**src/rtl/osnt_sume_ts_pkg.sv**
```systemverilog
// Shared definitions for the TUSER timestamper: FSM encoding, default widths and
// a TKEEP popcount helper.
package osnt_sume_ts_pkg;

    localparam int unsigned DefTdataWidth = 256;
    localparam int unsigned DefTuserWidth = 128;
    localparam int unsigned DefTsWidth    = 64;
    localparam int unsigned DefTsOffset   = 64;
    localparam int unsigned MaxKeepWidth  = 64;

    typedef enum logic {
        StSop,
        StMid
    } ts_state_e;

    // Callers zero-extend narrower TKEEP vectors to MaxKeepWidth.
    function automatic logic [7:0] keep_popcount(input logic [MaxKeepWidth-1:0] keep);
        logic [7:0] cnt;
        cnt = '0;
        for (int i = 0; i < MaxKeepWidth; i++) begin
            cnt = cnt + {7'd0, keep[i]};
        end
        return cnt;
    endfunction

endpackage

```
**src/rtl/osnt_sume_axis_skid.sv**
```systemverilog
// Two-entry registered skid buffer: an output register plus one spill entry.
// Upstream ready comes straight from a flop and drops only when both entries hold data.
module osnt_sume_axis_skid #(
    parameter int unsigned Width = 8
) (
    input  logic             clk_i,
    input  logic             rst_ni,
    input  logic [Width-1:0] s_data_i,
    input  logic             s_valid_i,
    output logic             s_ready_o,
    output logic [Width-1:0] m_data_o,
    output logic             m_valid_o,
    input  logic             m_ready_i
);

    logic [Width-1:0] out_data_q, out_data_d;
    logic             out_valid_q, out_valid_d;
    logic [Width-1:0] skid_data_q, skid_data_d;
    logic             skid_valid_q, skid_valid_d;
    logic             ready_q, ready_d;
    logic             s_acc;

    always_comb begin
        out_data_d   = out_data_q;
        out_valid_d  = out_valid_q;
        skid_data_d  = skid_data_q;
        skid_valid_d = skid_valid_q;
        s_acc        = s_valid_i & ready_q;

        if (!out_valid_q || m_ready_i) begin
            if (skid_valid_q) begin
                out_data_d   = skid_data_q;
                out_valid_d  = 1'b1;
                skid_valid_d = 1'b0;
            end else begin
                out_valid_d = s_acc;
                if (s_acc) begin
                    out_data_d = s_data_i;
                end
            end
        end else if (s_acc) begin
            skid_valid_d = 1'b1;
            skid_data_d  = s_data_i;
        end

        // Spill entry full implies output register full as well.
        ready_d = ~skid_valid_d;
    end

    always_ff @(posedge clk_i or negedge rst_ni) begin
        if (!rst_ni) begin
            out_data_q   <= '0;
            out_valid_q  <= 1'b0;
            skid_data_q  <= '0;
            skid_valid_q <= 1'b0;
            ready_q      <= 1'b0;
        end else begin
            out_data_q   <= out_data_d;
            out_valid_q  <= out_valid_d;
            skid_data_q  <= skid_data_d;
            skid_valid_q <= skid_valid_d;
            ready_q      <= ready_d;
        end
    end

    assign s_ready_o = ready_q;
    assign m_data_o  = out_data_q;
    assign m_valid_o = out_valid_q;

endmodule

```
**src/rtl/osnt_sume_tuser_timestamper.sv**
```systemverilog
// Stamps a free-running timestamp into first-beat TUSER and keeps packet/byte stats.
// Define OSNT_TS_BYTE_COUNT_EN to build the byte accumulator and STAT_BYTE_COUNT.
module osnt_sume_tuser_timestamper
    import osnt_sume_ts_pkg::*;
#(
    parameter int unsigned C_AXIS_TDATA_WIDTH = DefTdataWidth,
    parameter int unsigned C_AXIS_TUSER_WIDTH = DefTuserWidth,
    parameter int unsigned C_TS_WIDTH         = DefTsWidth,
    parameter int unsigned C_TS_OFFSET        = DefTsOffset
) (
    input  logic                            ACLK,
    input  logic                            ARESETN,
    input  logic [C_AXIS_TDATA_WIDTH-1:0]   S_AXIS_TDATA,
    input  logic [C_AXIS_TDATA_WIDTH/8-1:0] S_AXIS_TKEEP,
    input  logic [C_AXIS_TUSER_WIDTH-1:0]   S_AXIS_TUSER,
    input  logic                            S_AXIS_TLAST,
    input  logic                            S_AXIS_TVALID,
    output logic                            S_AXIS_TREADY,
    output logic [C_AXIS_TDATA_WIDTH-1:0]   M_AXIS_TDATA,
    output logic [C_AXIS_TDATA_WIDTH/8-1:0] M_AXIS_TKEEP,
    output logic [C_AXIS_TUSER_WIDTH-1:0]   M_AXIS_TUSER,
    output logic                            M_AXIS_TLAST,
    output logic                            M_AXIS_TVALID,
    input  logic                            M_AXIS_TREADY,
    input  logic [31:0]                     TS_STEP,
    input  logic                            TS_LOAD,
    input  logic [C_TS_WIDTH-1:0]           TS_LOAD_VALUE,
    output logic [31:0]                     STAT_PKT_COUNT,
    output logic [63:0]                     STAT_BYTE_COUNT
);

    localparam int unsigned KeepWidth = C_AXIS_TDATA_WIDTH / 8;
    localparam int unsigned SkidWidth = C_AXIS_TDATA_WIDTH + KeepWidth + C_AXIS_TUSER_WIDTH + 1;

    ts_state_e                     state_q, state_d;
    logic [C_TS_WIDTH-1:0]         ts_q, ts_d;
    logic [31:0]                   pkt_cnt_q, pkt_cnt_d;
    logic [C_AXIS_TUSER_WIDTH-1:0] tuser_stamped;
    logic                          accept;
    logic [SkidWidth-1:0]          skid_out;

    assign accept = S_AXIS_TVALID & S_AXIS_TREADY;

    always_comb begin
        state_d = state_q;
        unique case (state_q)
            StSop:   if (accept && !S_AXIS_TLAST) state_d = StMid;
            StMid:   if (accept && S_AXIS_TLAST)  state_d = StSop;
            default: state_d = StSop;
        endcase
    end

    // The stamp uses ts_q, i.e. the value before this edge's load/step.
    always_comb begin
        tuser_stamped = S_AXIS_TUSER;
        if (state_q == StSop) begin
            tuser_stamped[C_TS_OFFSET +: C_TS_WIDTH] = ts_q;
        end
    end

    always_comb begin
        ts_d      = TS_LOAD ? TS_LOAD_VALUE : ts_q + C_TS_WIDTH'(TS_STEP);
        pkt_cnt_d = pkt_cnt_q;
        if (accept && S_AXIS_TLAST) begin
            pkt_cnt_d = pkt_cnt_q + 32'd1;
        end
    end

    always_ff @(posedge ACLK or negedge ARESETN) begin
        if (!ARESETN) begin
            state_q   <= StSop;
            ts_q      <= '0;
            pkt_cnt_q <= '0;
        end else begin
            state_q   <= state_d;
            ts_q      <= ts_d;
            pkt_cnt_q <= pkt_cnt_d;
        end
    end

    assign STAT_PKT_COUNT = pkt_cnt_q;

`ifdef OSNT_TS_BYTE_COUNT_EN
    logic [63:0]             byte_acc_q, byte_acc_d;
    logic [63:0]             byte_cnt_q, byte_cnt_d;
    logic [63:0]             beat_bytes;
    logic [MaxKeepWidth-1:0] keep_ext;

    always_comb begin
        keep_ext                  = '0;
        keep_ext[KeepWidth-1:0]   = S_AXIS_TKEEP;
        beat_bytes                = 64'(keep_popcount(keep_ext));
        byte_acc_d                = byte_acc_q;
        byte_cnt_d                = byte_cnt_q;
        if (accept) begin
            if (S_AXIS_TLAST) begin
                byte_cnt_d = byte_cnt_q + byte_acc_q + beat_bytes;
                byte_acc_d = '0;
            end else begin
                byte_acc_d = byte_acc_q + beat_bytes;
            end
        end
    end

    always_ff @(posedge ACLK or negedge ARESETN) begin
        if (!ARESETN) begin
            byte_acc_q <= '0;
            byte_cnt_q <= '0;
        end else begin
            byte_acc_q <= byte_acc_d;
            byte_cnt_q <= byte_cnt_d;
        end
    end

    assign STAT_BYTE_COUNT = byte_cnt_q;
`else
    assign STAT_BYTE_COUNT = '0;
`endif

    osnt_sume_axis_skid #(
        .Width(SkidWidth)
    ) u_skid (
        .clk_i    (ACLK),
        .rst_ni   (ARESETN),
        .s_data_i ({S_AXIS_TDATA, S_AXIS_TKEEP, tuser_stamped, S_AXIS_TLAST}),
        .s_valid_i(S_AXIS_TVALID),
        .s_ready_o(S_AXIS_TREADY),
        .m_data_o (skid_out),
        .m_valid_o(M_AXIS_TVALID),
        .m_ready_i(M_AXIS_TREADY)
    );

    assign {M_AXIS_TDATA, M_AXIS_TKEEP, M_AXIS_TUSER, M_AXIS_TLAST} = skid_out;

endmodule

```
**config.mk**
```make
export PLATFORM = sky130hd
export DESIGN_NAME = osnt_sume_tuser_timestamper
export DESIGN_NICKNAME = d
export VERILOG_FILES = /design/src/rtl/osnt_sume_ts_pkg.sv /design/src/rtl/osnt_sume_axis_skid.sv /design/src/rtl/osnt_sume_tuser_timestamper.sv
export SDC_FILE = /design/constraint.sdc
export NUM_CORES = 2
export LEC_CHECK = 0
export CAP_MARGIN = 15
export CORE_AREA = 2 2 402 404
export CTS_CLUSTER_SIZE = 8
export DETAILED_ROUTE_END_ITERATION = 8
export DIE_AREA = 0 0 404 406
export RECOVER_POWER = 100
export SETUP_SLACK_MARGIN = 0.3
export SYNTH_ARGS = -nofsm -noshare
export SYNTH_HDL_FRONTEND = slang
export SYNTH_SLANG_ARGS = --single-unit
```
**constraint.sdc**
```tcl
create_clock -name ACLK -period 3.3 [get_ports ACLK]
set_input_delay 0.66 -clock ACLK [delete_from_list [all_inputs] [get_ports ACLK]]
set_output_delay 0.66 -clock ACLK [all_outputs]
set_load 0.005 [all_outputs]
```
==> impl_metrics.yaml <==
clocking:
  numCtsBuffers: 137
  cts_sinks: 934
  h-tree-depth: 4
  cts_root_buf: "clkbuf_16"
  tritoncts: "done"
  clk_latency_ns: 0.77
  cts_buffer_depth: 3
  clk_pin_slew_ns: 0.05
placed_design:
  dpl.hpwl_um: 110000
  routabilityCongestion: 0.912
  port_buffers: 968
power_and_ir_drop:
  p_leak_nw: 25.4
  ir_drop_v: 0.000482
  power_density_nw_per_um2: 712
  fin_total_pwr_mw: 41.8
critical_path:
  critPathLaunchType: "input pin"
  cp.required_ns: 4.00
  endpoint_kind: "register"
  critPathArrivalTime_ns: 3.81
  worst-setup-path-type: "input pin to register"
  worstPathCellList: "dlygate4sd3_1 -> ha_1 -> nand2_1 -> clkbuf_4 -> a21oi_1 -> o21a_1 -> a21boi_0 -> o211ai_2 -> a2111o_1 -> nand3_1"
  slowest_stage: "dlygate4sd3_1"
  crit_path_max_incr_delay_ns: 0.67
  cp_max_fo: 9
run_status:
  status: "finished with violations"
  violations: "max-capacitance violations, max-slew violations"
logic_synthesis:
  synth_area_per_cell_um2: 11.2
  yosysUniqueCellTypes: 79
  synth_seq_area_share_pct: 55.8
  syn-cell-area_um2: 41900
  synth_cells: 3742
  synth-main-ff-cell: "dfrtp_1"
  synth_edf_count: 0
  yosys_warnings: 0
  async_reset_ff_share_pct: 100
  synth-seq-cells: 934
detailed_routing:
  vias: 32230
  drtAntennaViolNets: 0
  wire_per_inst_um: 20.7
  dr.pass1.iters: 7
  routed_wl_um: 144000
  via_per_inst: 4.63
  drt_iter0_drc: 2195
  remaining_drc_errors: 0
timing:
  period_needed_ns: 3.11
  tns_ns: 0
  rsz0062_at_grt: "no"
  maxSlewViolCount: 106
  final_hold_viol_count: 0
  worst_pin_slew_ns: 2.76
  setup_viol: 0
  finalCritPeriodShare_pct: 94.1
  max_slew_margin_pct: -83.8
  fin_worst_skew_ns: 0.0422
  fmax_ghz: 0.322
finish:
  nets: 5368
  layout_common_cells: "934 x dfrtp_1, 583 x nand2_1, 536 x o21ai_0"
  drive_gt1_share_pct: 14.5
  final_util_pct: 36.7
  final_common_cell: "dfrtp_1"
  syn_to_final_growth_pct: 40.0
floorplanning:
  dieArea_um2: 164000
  num_io_pins: 1033
  die_h_um: 406
  core_area_um2: 160000
  initial_core_util_pct: 26.2
  die_x_um: 404
  fp-row-count: 147
global_routing:
  grt_pass1_wl_um: 213000
  antenna_found_initial: 43
  grt_overflow_total: 0
  track_usage_pct: 17.1
  grt_start_max_net_pins: 111
  grt_pass1_vias: 32572
run:
  drv_cap: 2
hold_path:
  holdCritPathClass: "input pin to register"
## flip-flops by register name (all words and copies together) (netlist names), named ones only
| register | cells |
|---|---|
| u_skid.m_data_o | 417 |
| u_skid.m_valid_o | 1 |
| STAT_PKT_COUNT | 32 |
| u_skid.skid_valid_q | 1 |
| ts_q | 64 |
| u_skid.s_ready_o | 1 |
| u_skid.skid_data_q | 417 |
## per-layer routing
layer | routed length, um | vias up | global-route usage (%)
met1 | 60300 | 15833 | 21.2
met2 | 68700 | 983 | 27.8
met3 | 10000 | 259 | 4.97
met4 | 4990 | 24 | 7.21
li1 | - | 15131 | -
met5 | 161 | - | 0
## worst paths after layout
check,start,endpoint,slack (ns),depth (start not counted)
worst max-delay path,TS_STEP[12],ts_q[37],0.19,10
worst min-delay path,TS_LOAD,ts_q[42],0.43,4
worst max register to register,ts_q[3],ts_q[37],0.22,9
worst min register to register,u_skid.m_data_o[262],u_skid.m_data_o[262],0.47,2
max in group asynchronous,ARESETN,u_skid.skid_data_q[144],0.43,4
min in group asynchronous,ARESETN,async pin,1.09,2
## synthesized netlist by cell type (7+ instances only)
library cell | count | area (um^2)
mux2_2 | 357 | 4020
and4_1 | 7 | 61.3
o21ai_1 | 16 | 80.1
nor2b_1 | 11 | 68.8
buf_4 | 64 | 480
and2_1 | 8 | 50.1
xor2_1 | 35 | 307
nand2_1 | 583 | 2190
clkbuf_1 | 185 | 694
nand4_1 | 20 | 125
dfrtp_1 | 934 | 23400
nand3_1 | 52 | 260
and3_1 | 16 | 100
buf_1 | 13 | 48.8
a21o_1 | 10 | 75.1
nor3_1 | 15 | 75.1
o2111ai_1 | 8 | 70.1
nor2_1 | 108 | 405
nor4_1 | 7 | 43.8
inv_1 | 16 | 60.1
a21oi_1 | 111 | 556
xnor2_1 | 31 | 272
ha_1 | 33 | 413
o21ai_0 | 527 | 2640
mux2i_1 | 418 | 4180
a31oi_1 | 10 | 62.6
o211ai_1 | 10 | 75.1
buf_2 | 38 | 190
## through the flow
step	cell area, um^2	hold WS, ns	instances	setup slack [ns]
finish	58700	0.433	6960	0.194
global route	58600	0.407	6957	0.169
CTS	58900	0.362	6930	0.308
detailed placement	55000	0.469	6761	-0.575
global placement	55000	0.459	6761	-0.551
floorplan	42100	0.364	3805	0.317
## area by class of cell
| type | instances | area [um^2] |
|---|---|---|
| clock inverter | 18 | 424 |
| fill | 15808 | 101000 |
| inverter | 17 | 63.8 |
| sequential | 934 | 23400 |
| clock buffer | 150 | 3520 |
| multi-input combinational | 2552 | 17200 |
| tap | 2086 | 2610 |
| antenna | 29 | 72.6 |
| timing repair buffer | 1174 | 11400 |
## cell families (layout without fill, tap and decap cells)
group	Yosys count	count (layout)	synth area share, %
fa+ha+maj	34	34	1.03
buf+inv	319	1359	3.58
other cells	1	93	0.00895
simple gates	862	862	8.73
flops	934	934	55.8
mux	775	775	19.6
xor+xnor	66	66	1.38
compound gates	751	751	9.91
## where the power goes
group | internal (mW) | total (mW) | switching, mW | leakage, nW
logic | 6.14 | 11.9 | 5.74 | 12.1
registers | 14.7 | 16.7 | 1.98 | 11.3
clock network | 7.75 | 13.2 | 5.42 | 1.91
## critical path, delay by kind of cell
family / cells / cell delay [ns]
buffers and inverters: 2 / 0.80
AND/OR/NAND/NOR: 2 / 0.17
adder cells (fa/ha/maj): 1 / 0.40
AO/OA/AOI/OAI: 5 / 1.76
## repair_timing
| action | 4_1_cts | 5_1_grt |
|---|---|---|
| endpoints found under the setup margin | 9 | 16 |
| resized for setup | 0 | 2 |
| hold endpoints to repair | 32 | 0 |
| pin swaps | 1 | 1 |
| hold buffers | 1 | 0 |
| buffers inserted | 0 | 1 |
Note: power is estimated with default switching activity, not from simulation.
